**src/rtl/seven_seg_capture.sv**
```systemverilog
`default_nettype none
// ============================================================================
// Module   : seven_seg_capture
// Purpose  : Samples a multiplexed active-low seven-segment bus and rebuilds
//            the displayed BCD digits, decimal points and per-digit errors.
// Revision : 1.0 - initial release
// ============================================================================
module seven_seg_capture #(
    parameter int unsigned NUM_DIGITS     = 4,
    parameter int unsigned STABLE_CYCLES  = 4,
    parameter int unsigned TIMEOUT_CYCLES = 1000000
) (
    input  logic                    clk,
    input  logic                    rst,
    input  logic [7:0]              segs_in,
    input  logic [NUM_DIGITS-1:0]   an_in,
    output logic [4*NUM_DIGITS-1:0] value,
    output logic [NUM_DIGITS-1:0]   dp_out,
    output logic [NUM_DIGITS-1:0]   digit_err,
    output logic                    frame_valid,
    output logic                    stale
);

    localparam int unsigned c_STAB_W = $clog2(STABLE_CYCLES + 1);
    localparam int unsigned c_TO_W   = $clog2(TIMEOUT_CYCLES + 1);
    localparam int unsigned c_BUS_W  = 8 + NUM_DIGITS;

    localparam logic [c_STAB_W-1:0]   c_STAB_MAX = c_STAB_W'(STABLE_CYCLES);
    localparam logic [c_STAB_W-1:0]   c_STAB_HIT = c_STAB_W'(STABLE_CYCLES - 1);
    localparam logic [c_STAB_W-1:0]   c_STAB_ONE = c_STAB_W'(1);
    localparam logic [c_TO_W-1:0]     c_TO_MAX   = c_TO_W'(TIMEOUT_CYCLES);
    localparam logic [c_TO_W-1:0]     c_TO_ONE   = c_TO_W'(1);
    localparam logic [NUM_DIGITS-1:0] c_AN_ONE   = NUM_DIGITS'(1);

    logic [7:0]              r_segs_m, r_segs_s;
    logic [NUM_DIGITS-1:0]   r_an_m, r_an_s;
    logic [c_BUS_W-1:0]      r_prev;
    logic [c_STAB_W-1:0]     r_stab_cnt;
    logic [c_TO_W-1:0]       r_to_cnt;
    logic [4*NUM_DIGITS-1:0] r_stg_val, r_value;
    logic [NUM_DIGITS-1:0]   r_stg_dp, r_stg_err, r_seen;
    logic [NUM_DIGITS-1:0]   r_dp, r_err;
    logic                    r_fv, r_stale;

    logic [c_BUS_W-1:0]      w_bus;
    logic                    w_diff, w_strobe, w_onehot, w_cap, w_frame;
    logic                    w_err, w_dp;
    logic [3:0]              w_nib;
    logic [NUM_DIGITS-1:0]   w_an_lo, w_seen_nxt;
    logic [4*NUM_DIGITS-1:0] w_stg_val;
    logic [NUM_DIGITS-1:0]   w_stg_dp, w_stg_err;
    logic [c_TO_W-1:0]       w_to_nxt;

    // Returns {err, nibble}; blank reads as F without an error.
    function automatic logic [4:0] f_decode(input logic [6:0] pat);
        case (pat)
            7'h40:   f_decode = {1'b0, 4'h0};
            7'h79:   f_decode = {1'b0, 4'h1};
            7'h24:   f_decode = {1'b0, 4'h2};
            7'h30:   f_decode = {1'b0, 4'h3};
            7'h19:   f_decode = {1'b0, 4'h4};
            7'h12:   f_decode = {1'b0, 4'h5};
            7'h02:   f_decode = {1'b0, 4'h6};
            7'h78:   f_decode = {1'b0, 4'h7};
            7'h00:   f_decode = {1'b0, 4'h8};
            7'h18:   f_decode = {1'b0, 4'h9};
            7'h7F:   f_decode = {1'b0, 4'hF};
            default: f_decode = {1'b1, 4'hF};
        endcase
    endfunction

    // Idle bus is all-ones, so the synchronizers reset there.
    always_ff @(posedge clk) begin
        if (rst) begin
            r_segs_m <= '1;
            r_segs_s <= '1;
            r_an_m   <= '1;
            r_an_s   <= '1;
        end else begin
            r_segs_m <= segs_in;
            r_segs_s <= r_segs_m;
            r_an_m   <= an_in;
            r_an_s   <= r_an_m;
        end
    end

    assign w_bus    = {r_segs_s, r_an_s};
    assign w_diff   = (w_bus != r_prev);
    assign w_strobe = !w_diff && (r_stab_cnt == c_STAB_HIT);

    always_ff @(posedge clk) begin
        if (rst) begin
            r_prev     <= '1;
            r_stab_cnt <= '0;
        end else begin
            r_prev <= w_bus;
            if (w_diff)
                r_stab_cnt <= '0;
            else if (r_stab_cnt != c_STAB_MAX)
                r_stab_cnt <= r_stab_cnt + c_STAB_ONE;
        end
    end

    // Only a single active anode identifies a digit; anything else is ignored.
    assign w_an_lo  = ~r_an_s;
    assign w_onehot = (w_an_lo != '0) && ((w_an_lo & (w_an_lo - c_AN_ONE)) == '0);
    assign w_cap    = w_strobe && w_onehot;
    assign {w_err, w_nib} = f_decode(r_segs_s[6:0]);
    assign w_dp     = ~r_segs_s[7];

    always_comb begin
        w_stg_val = r_stg_val;
        w_stg_dp  = r_stg_dp;
        w_stg_err = r_stg_err;
        for (int i = 0; i < int'(NUM_DIGITS); i++) begin
            if (w_cap && w_an_lo[i]) begin
                w_stg_val[4*i +: 4] = w_nib;
                w_stg_dp[i]         = w_dp;
                w_stg_err[i]        = w_err;
            end
        end
    end

    assign w_seen_nxt = r_seen | (w_cap ? w_an_lo : '0);
    assign w_frame    = w_cap && (&w_seen_nxt);

    always_ff @(posedge clk) begin
        if (rst) begin
            r_stg_val <= '0;
            r_stg_dp  <= '0;
            r_stg_err <= '0;
            r_seen    <= '0;
            r_value   <= '0;
            r_dp      <= '0;
            r_err     <= '0;
            r_fv      <= 1'b0;
        end else begin
            r_stg_val <= w_stg_val;
            r_stg_dp  <= w_stg_dp;
            r_stg_err <= w_stg_err;
            r_fv      <= w_frame;
            if (w_frame) begin
                r_value <= w_stg_val;
                r_dp    <= w_stg_dp;
                r_err   <= w_stg_err;
                r_seen  <= '0;
            end else begin
                r_seen  <= w_seen_nxt;
            end
        end
    end

    // A capture resets the count, so it always beats a coincident timeout.
    always_comb begin
        w_to_nxt = r_to_cnt;
        if (w_cap)
            w_to_nxt = '0;
        else if (r_to_cnt != c_TO_MAX)
            w_to_nxt = r_to_cnt + c_TO_ONE;
    end

    always_ff @(posedge clk) begin
        if (rst) begin
            r_to_cnt <= '0;
            r_stale  <= 1'b0;
        end else begin
            r_to_cnt <= w_to_nxt;
            r_stale  <= (w_to_nxt == c_TO_MAX);
        end
    end

    assign value       = r_value;
    assign dp_out      = r_dp;
    assign digit_err   = r_err;
    assign frame_valid = r_fv;
    assign stale       = r_stale;

endmodule
`default_nettype wire
```
**config.mk**
```make
export PLATFORM = sky130hd
export DESIGN_NAME = seven_seg_capture
export DESIGN_NICKNAME = d
export VERILOG_FILES = /design/src/rtl/seven_seg_capture.sv
export SDC_FILE = /design/constraint.sdc
export NUM_CORES = 1
export LEC_CHECK = 0
export ABC_AREA = 1
export ABC_CLOCK_PERIOD_IN_PS = 1950
export CORE_AREA = 5 5 116 96
export CTS_BUF_LIST = sky130_fd_sc_hd__clkbuf_16
export DETAILED_ROUTE_END_ITERATION = 7
export DIE_AREA = 0 0 121 101
export DONT_BUFFER_PORTS = 1
export HOLD_SLACK_MARGIN = 0.03
export PLACE_DENSITY = 0.68
export SLEW_MARGIN = 20
export SYNTH_ARGS = -nofsm -noshare
export SYNTH_HDL_FRONTEND = slang
export SYNTH_SLANG_ARGS = --single-unit
export TNS_END_PERCENT = 10
```
**constraint.sdc**
```tcl
create_clock -name clk -period 1.95 [get_ports clk]
set_input_delay 0.195 -clock clk [delete_from_list [all_inputs] [get_ports clk]]
set_output_delay 0.195 -clock clk [all_outputs]
set_load 0.005 [all_outputs]
```
# --- Word level (Yosys, flattened, before mapping) ---
# Index checks and enable logic that the tools add are counted.
classes:
  add_sub_neg: 3
  mul: 0
  div_mod_pow: 0
  n_lt_le_gt_ge: 0
  eq_ne: 15
  shift: 0
  mux: 16
  bitwise: 4
  n_reduce_logical: 15
op_table:
  columns: ["op", "n"]
  rows:
  - ["5-bit one-hot mux with 11 select lines", 1]
  - ["20-bit two-way mux", 2]
  - ["7-bit == test, second input constant", 4]
  - ["7-bit by 5-bit == test with 1-bit output, second input constant", 3]
  - ["20-bit by 1-bit adder with 20-bit output, second input constant", 1]
  - ["20-bit == test, second input constant", 1]
  - ["4-bit two-way mux", 5]
  - ["20-bit != test, second input constant", 1]
  - ["7-bit by 6-bit == test with 1-bit output, second input constant", 2]
  - ["12-bit != test", 1]
  - ["1-bit logical AND", 8]
  - ["1-bit two-way mux", 8]
  - ["7-bit by 2-bit == test with 1-bit output, second input constant", 1]
  - ["7-bit zero test", 1]
  - ["4-bit bitwise AND", 1]
  - ["4-bit zero test", 1]
  - ["4-bit NOT", 1]
  - ["4-bit bitwise OR", 1]
  - ["4-bit AND reduction", 1]
  - ["4-bit nonzero test", 1]
  - ["2-bit OR reduction", 2]
  - ["4-bit by 1-bit subtractor with 4-bit output, second input constant", 1]
  - ["3-bit by 1-bit adder with 3-bit output, second input constant", 1]
  - ["3-bit by 2-bit == test with 1-bit output, second input constant", 1]
  - ["3 further kinds", 3]
word_totals:
  reg_bits: 113
  latchBits: 0
  ram_bits: 0
  mem_bits_ro: 0
  input_bits: 14
  out_inout_bits: 26
  wordCells: 69
  mem_count: 0

# --- Depth between registers and ports, before layout ---
logic_depth:
  ltp_word: 11
  mapped_depth: 15
  ltp_nobuf: 15

# --- Worst setup path before layout ---
# Ideal clock, no wire load.
synth_path:
  path_kind: "flip-flop to flip-flop"
  start: "reg r_stab_cnt[1]"
  end: "reg r_dp[1], in the netlist dp_out[1]"
  setup_ns: 0.060
  arrival_time_ns: 1.789
  t_required_ns: 1.890
  setup_slack_ns: 0.101
  path_stages_with_launch: 12
  synth_period_minus_slack_ns: 1.849
  cell_sequence: "dfxtp_1 -> ha_1 -> ha_1 -> nand3_1 -> nor2_2 -> nand4_1 -> a21oi_1 -> nand4_4 -> nor2_4 -> buf_6 -> nand2_1 -> nand2_1"
synth_between:
  elab_chain_len: 7
  elab_cells_between_ends: 9
  cone_classes: "eq/ne (1); mux (2); bitwise (1); reduce/logical (5)"
synth_rtl:
  columns: ["element", "line", "source"]
  rows:
  - ["start, declared", "38", "logic [c_STAB_W-1:0] r_stab_cnt;"]
  - ["start signal, assigned", "100", "r_stab_cnt <= r_stab_cnt + c_STAB_ONE;"]
  - ["3-bit by 2-bit == test with 1-bit output *", "89", "assign w_strobe = !w_diff && (r_stab_cnt == c_STAB_HIT);"]
  - ["1-bit logical AND *", "89", null]
  - ["1-bit logical AND *", "107", "assign w_cap = w_strobe && w_onehot;"]
  - ["4-bit two-way mux", "124", "assign w_seen_nxt = r_seen | (w_cap ? w_an_lo : '0);"]
  - ["4-bit bitwise OR", "124", null]
  - ["4-bit AND reduction", "125", "assign w_frame = w_cap && (&w_seen_nxt);"]
  - ["1-bit logical AND", "125", null]
  - ["end signal, assigned", "144", "r_dp <= w_stg_dp;"]
  - ["end, declared", "42", "logic [NUM_DIGITS-1:0] r_dp, r_err;"]
# Every way passes the cells marked *; elsewhere a longest branch is shown, timed or not.
# A chain may end at the register's enable or synchronous reset.

# --- Worst setup path in the final report ---
layout_path:
  start: "reg r_stab_cnt[1]"
  end: "reg r_value[4], in the netlist value[4]"
layout_between:
  elab_chain_len: 7
  elab_cells_between_ends: 9
  cone_classes: "eq/ne (1); mux (2); bitwise (1); reduce/logical (5)"
layout_rtl:
  columns: ["element", "line", "source"]
  rows:
  - ["3-bit by 2-bit == test with 1-bit output *", "89", null]
  - ["1-bit logical AND *", "89", null]
  - ["1-bit logical AND *", "107", null]
  - ["4-bit two-way mux", "124", null]
  - ["4-bit bitwise OR", "124", null]
  - ["4-bit AND reduction", "125", null]
  - ["1-bit logical AND", "125", null]
  - ["end signal, assigned", "143", "r_value <= w_stg_val;"]
  - ["end, declared", "40", "logic [4*NUM_DIGITS-1:0] r_stg_val, r_value;"]
# Marks and branches as above.

==> reports/results.ini <==
[status]
outcome=complete, no violations

[timing]
rsz0062_at_grt=yes
fmax_mhz=519
whs_ns=0.0876
period_share_pct=98.8
worst_slew_pin_slew_ns=0.385
finalSetupTns_ns=0
fin_worst_skew_ns=0.00931
final_max_slew_viol_count=0
finalHoldViolCount=0
max_slew_margin_pct=74.4
fin_crit_ns=1.93
setup_viol=0

[yosys]
syn_nets=697
synthDistinctLibCells=27
synth.avg_cell_area_um2=7.09
yosys_warnings=0
syn_inst=678
ys_seq_area_share_pct=47.1
ys_seq_elements=113
synth.cell_area_um2=4810

[grt]
grt_pass1_vias=4133
gr-usage-all-layers_pct=19.1
grt_pass1_wl_um=18800
grt-ovfl-total=0
antenna_found_initial=0
grt_start_max_net_pins=60

[clock_network]
clock_latency_ns=0.41
clockRootBuffer=clkbuf_16
cts_tree=built
clock_sinks=113
cts_inserted_buffers=17
clk_path_buf_depth=2
clk_pin_slew_ns=0.05
htree_num_levels=4

[route]
viasPerCell=4.94
ant_nets=0
drt_pass1_iterations=5
via_count=4344
drc=0
drt-initial-drc-count=256
routed_wl_um=11400
wl_per_cell_um=13.0

[cells_and_area]
antenna_cells=0
area_growth_pct=26.0
final_common_cell=nand2_1
num-nets-final=746
finish.utilization_pct=60.8
mostFrequentLayoutCells=nand2_1 (225), dfxtp_1 (95), nor2_1 (70)
postLayoutCellArea_um2=6050
drive_above_1_share_pct=21.0

[critical_path]
path_max_fanout=7
critPathKind=register to register
worstPathRequired_ns=2.30
reg2regPathDepth=11
crit_path_start_kind=register
endpoint_kind=register
crit_arrival_ns=2.28

[die]
io_pins=40
fp.coreArea_um2=9950
die_w_um=121
initial_core_util_pct=48.3
dieHeight_um=101
rows=33
die-area_um2=12200

[min_path]
min_path_type=input port to register
hold_depth=2

[flow_run]
drv_cap=0

[placed_design]
placed_area_um2=5150
detailed_place_hpwl_um=7460
routabilityCongestion=0.849
port_buffers=0

[pwr]
totalPowerFinal_mw=5.34
power.density_nw_per_um2=882
ir_worst_vdd_mv=0.590
p_leak_nw=2.82

power breakdown:
group	internal, mW	switching (mW)
Sequential	2.35	0.0299
Clock	1.60	1.08
Combinational	0.111	0.166
Total	4.06	1.28
sequential cells by signal, indices dropped and copies added, names as in the netlist:
signal       cells
r_to_cnt        20
r_stg_dp         4
r_prev          12
dp_out           4
frame_valid      1
stale            1
r_stab_cnt       3
r_segs_s         8
digit_err        4
r_seen           4
r_segs_m         8
r_an_m           4
r_an_s           4
r_stg_val       16
r_stg_err        4
value           16
worst max-delay path, stage by stage, from the launching register on:
cell and delay, ns:
dfxtp_2 0.35, ha_4 0.15, ha_4 0.15, nand3_4 0.08, nor2_4 0.12, nand4_1 0.14, a21oi_2 0.18, nand4_4 0.15
nor2_4 0.25, clkbuf_16 0.20, nand2_1 0.06, nand2_1 0.05
routing by layer:
layer  vias up  wire, µm  GRT usage (%)
li1       2212         -              -
met1      1978      5130           23.8
met2       126      5370           30.4
met3        28       703           5.67
met4         0       233           8.62
met5         -         0              0
layout make-up:
| type | count | area [µm²] |
|---|---|---|
| clock buffer | 17 | 425 |
| sequential | 113 | 2300 |
| timing repair buffer | 48 | 457 |
| clock inverter | 14 | 96.3 |
| fill | 885 | 3900 |
| tap | 140 | 175 |
| inverter | 68 | 260 |
| multi-input combinational | 479 | 2340 |
stage by stage:
step	std cells	setup slack (ns)
after CTS	874	-0.00655
after detailed placement	830	-0.0456
after global routing	879	-0.130
final	879	0.0240
after floorplan	678	0.101
after global placement	830	0.0106
path summary, 6_finish.rpt:
path	from	end	slack (ns)
worst max-delay path	r_stab_cnt[1]	value[4]	0.02
worst min-delay path	rst	r_prev[1]	0.09
worst max register to register	r_stab_cnt[1]	value[4]	0.02
worst min register to register	r_segs_m[4]	r_segs_s[4]	0.41
synth_stat cells:
cell	n	area share (%)
ha_1	5	1.3
a21boi_0	1	0.16
nand4_4	1	0.44
or2_2	29	3.8
a31o_2	1	0.18
buf_6	2	0.47
nor2_1	77	6.0
buf_2	1	0.10
inv_1	61	4.8
nor2_2	1	0.13
and2_1	3	0.39
a21oi_1	19	2.0
nand3_1	54	5.6
nor2_4	2	0.47
clkbuf_1	15	1.2
dfxtp_1	113	47
xor2_1	9	1.6
a31oi_1	1	0.13
clkinv_1	1	0.078
nand3b_1	3	0.47
nand2_1	233	18
o21ai_0	11	1.1
xnor2_1	5	0.91
o211ai_1	1	0.16
inv_2	6	0.47
nor3_1	9	0.94
nand4_1	14	1.8
kinds of logic (layout without fill, tap and decap cells):
| kind of cell | count (synthesis) | after routing | synth area share, % |
|---|---|---|---|
| compound gates | 34 | 34 | 3.75 |
| xor+xnor | 14 | 14 | 2.55 |
| fa+ha+maj | 5 | 5 | 1.30 |
| buf+inv | 86 | 147 | 7.06 |
| flops | 113 | 113 | 47.1 |
| simple gates | 426 | 426 | 38.3 |
what timing repair did:
item,in CTS,in global routing
setup buffers,0,4
hold buffers,13,0
endpoints found under the setup margin,28,49
resized for setup,5,69
gates cloned,0,1
pin swaps,0,21
endpoints found under the hold margin,59,0
Note: power is estimated with default switching activity, not from simulation.
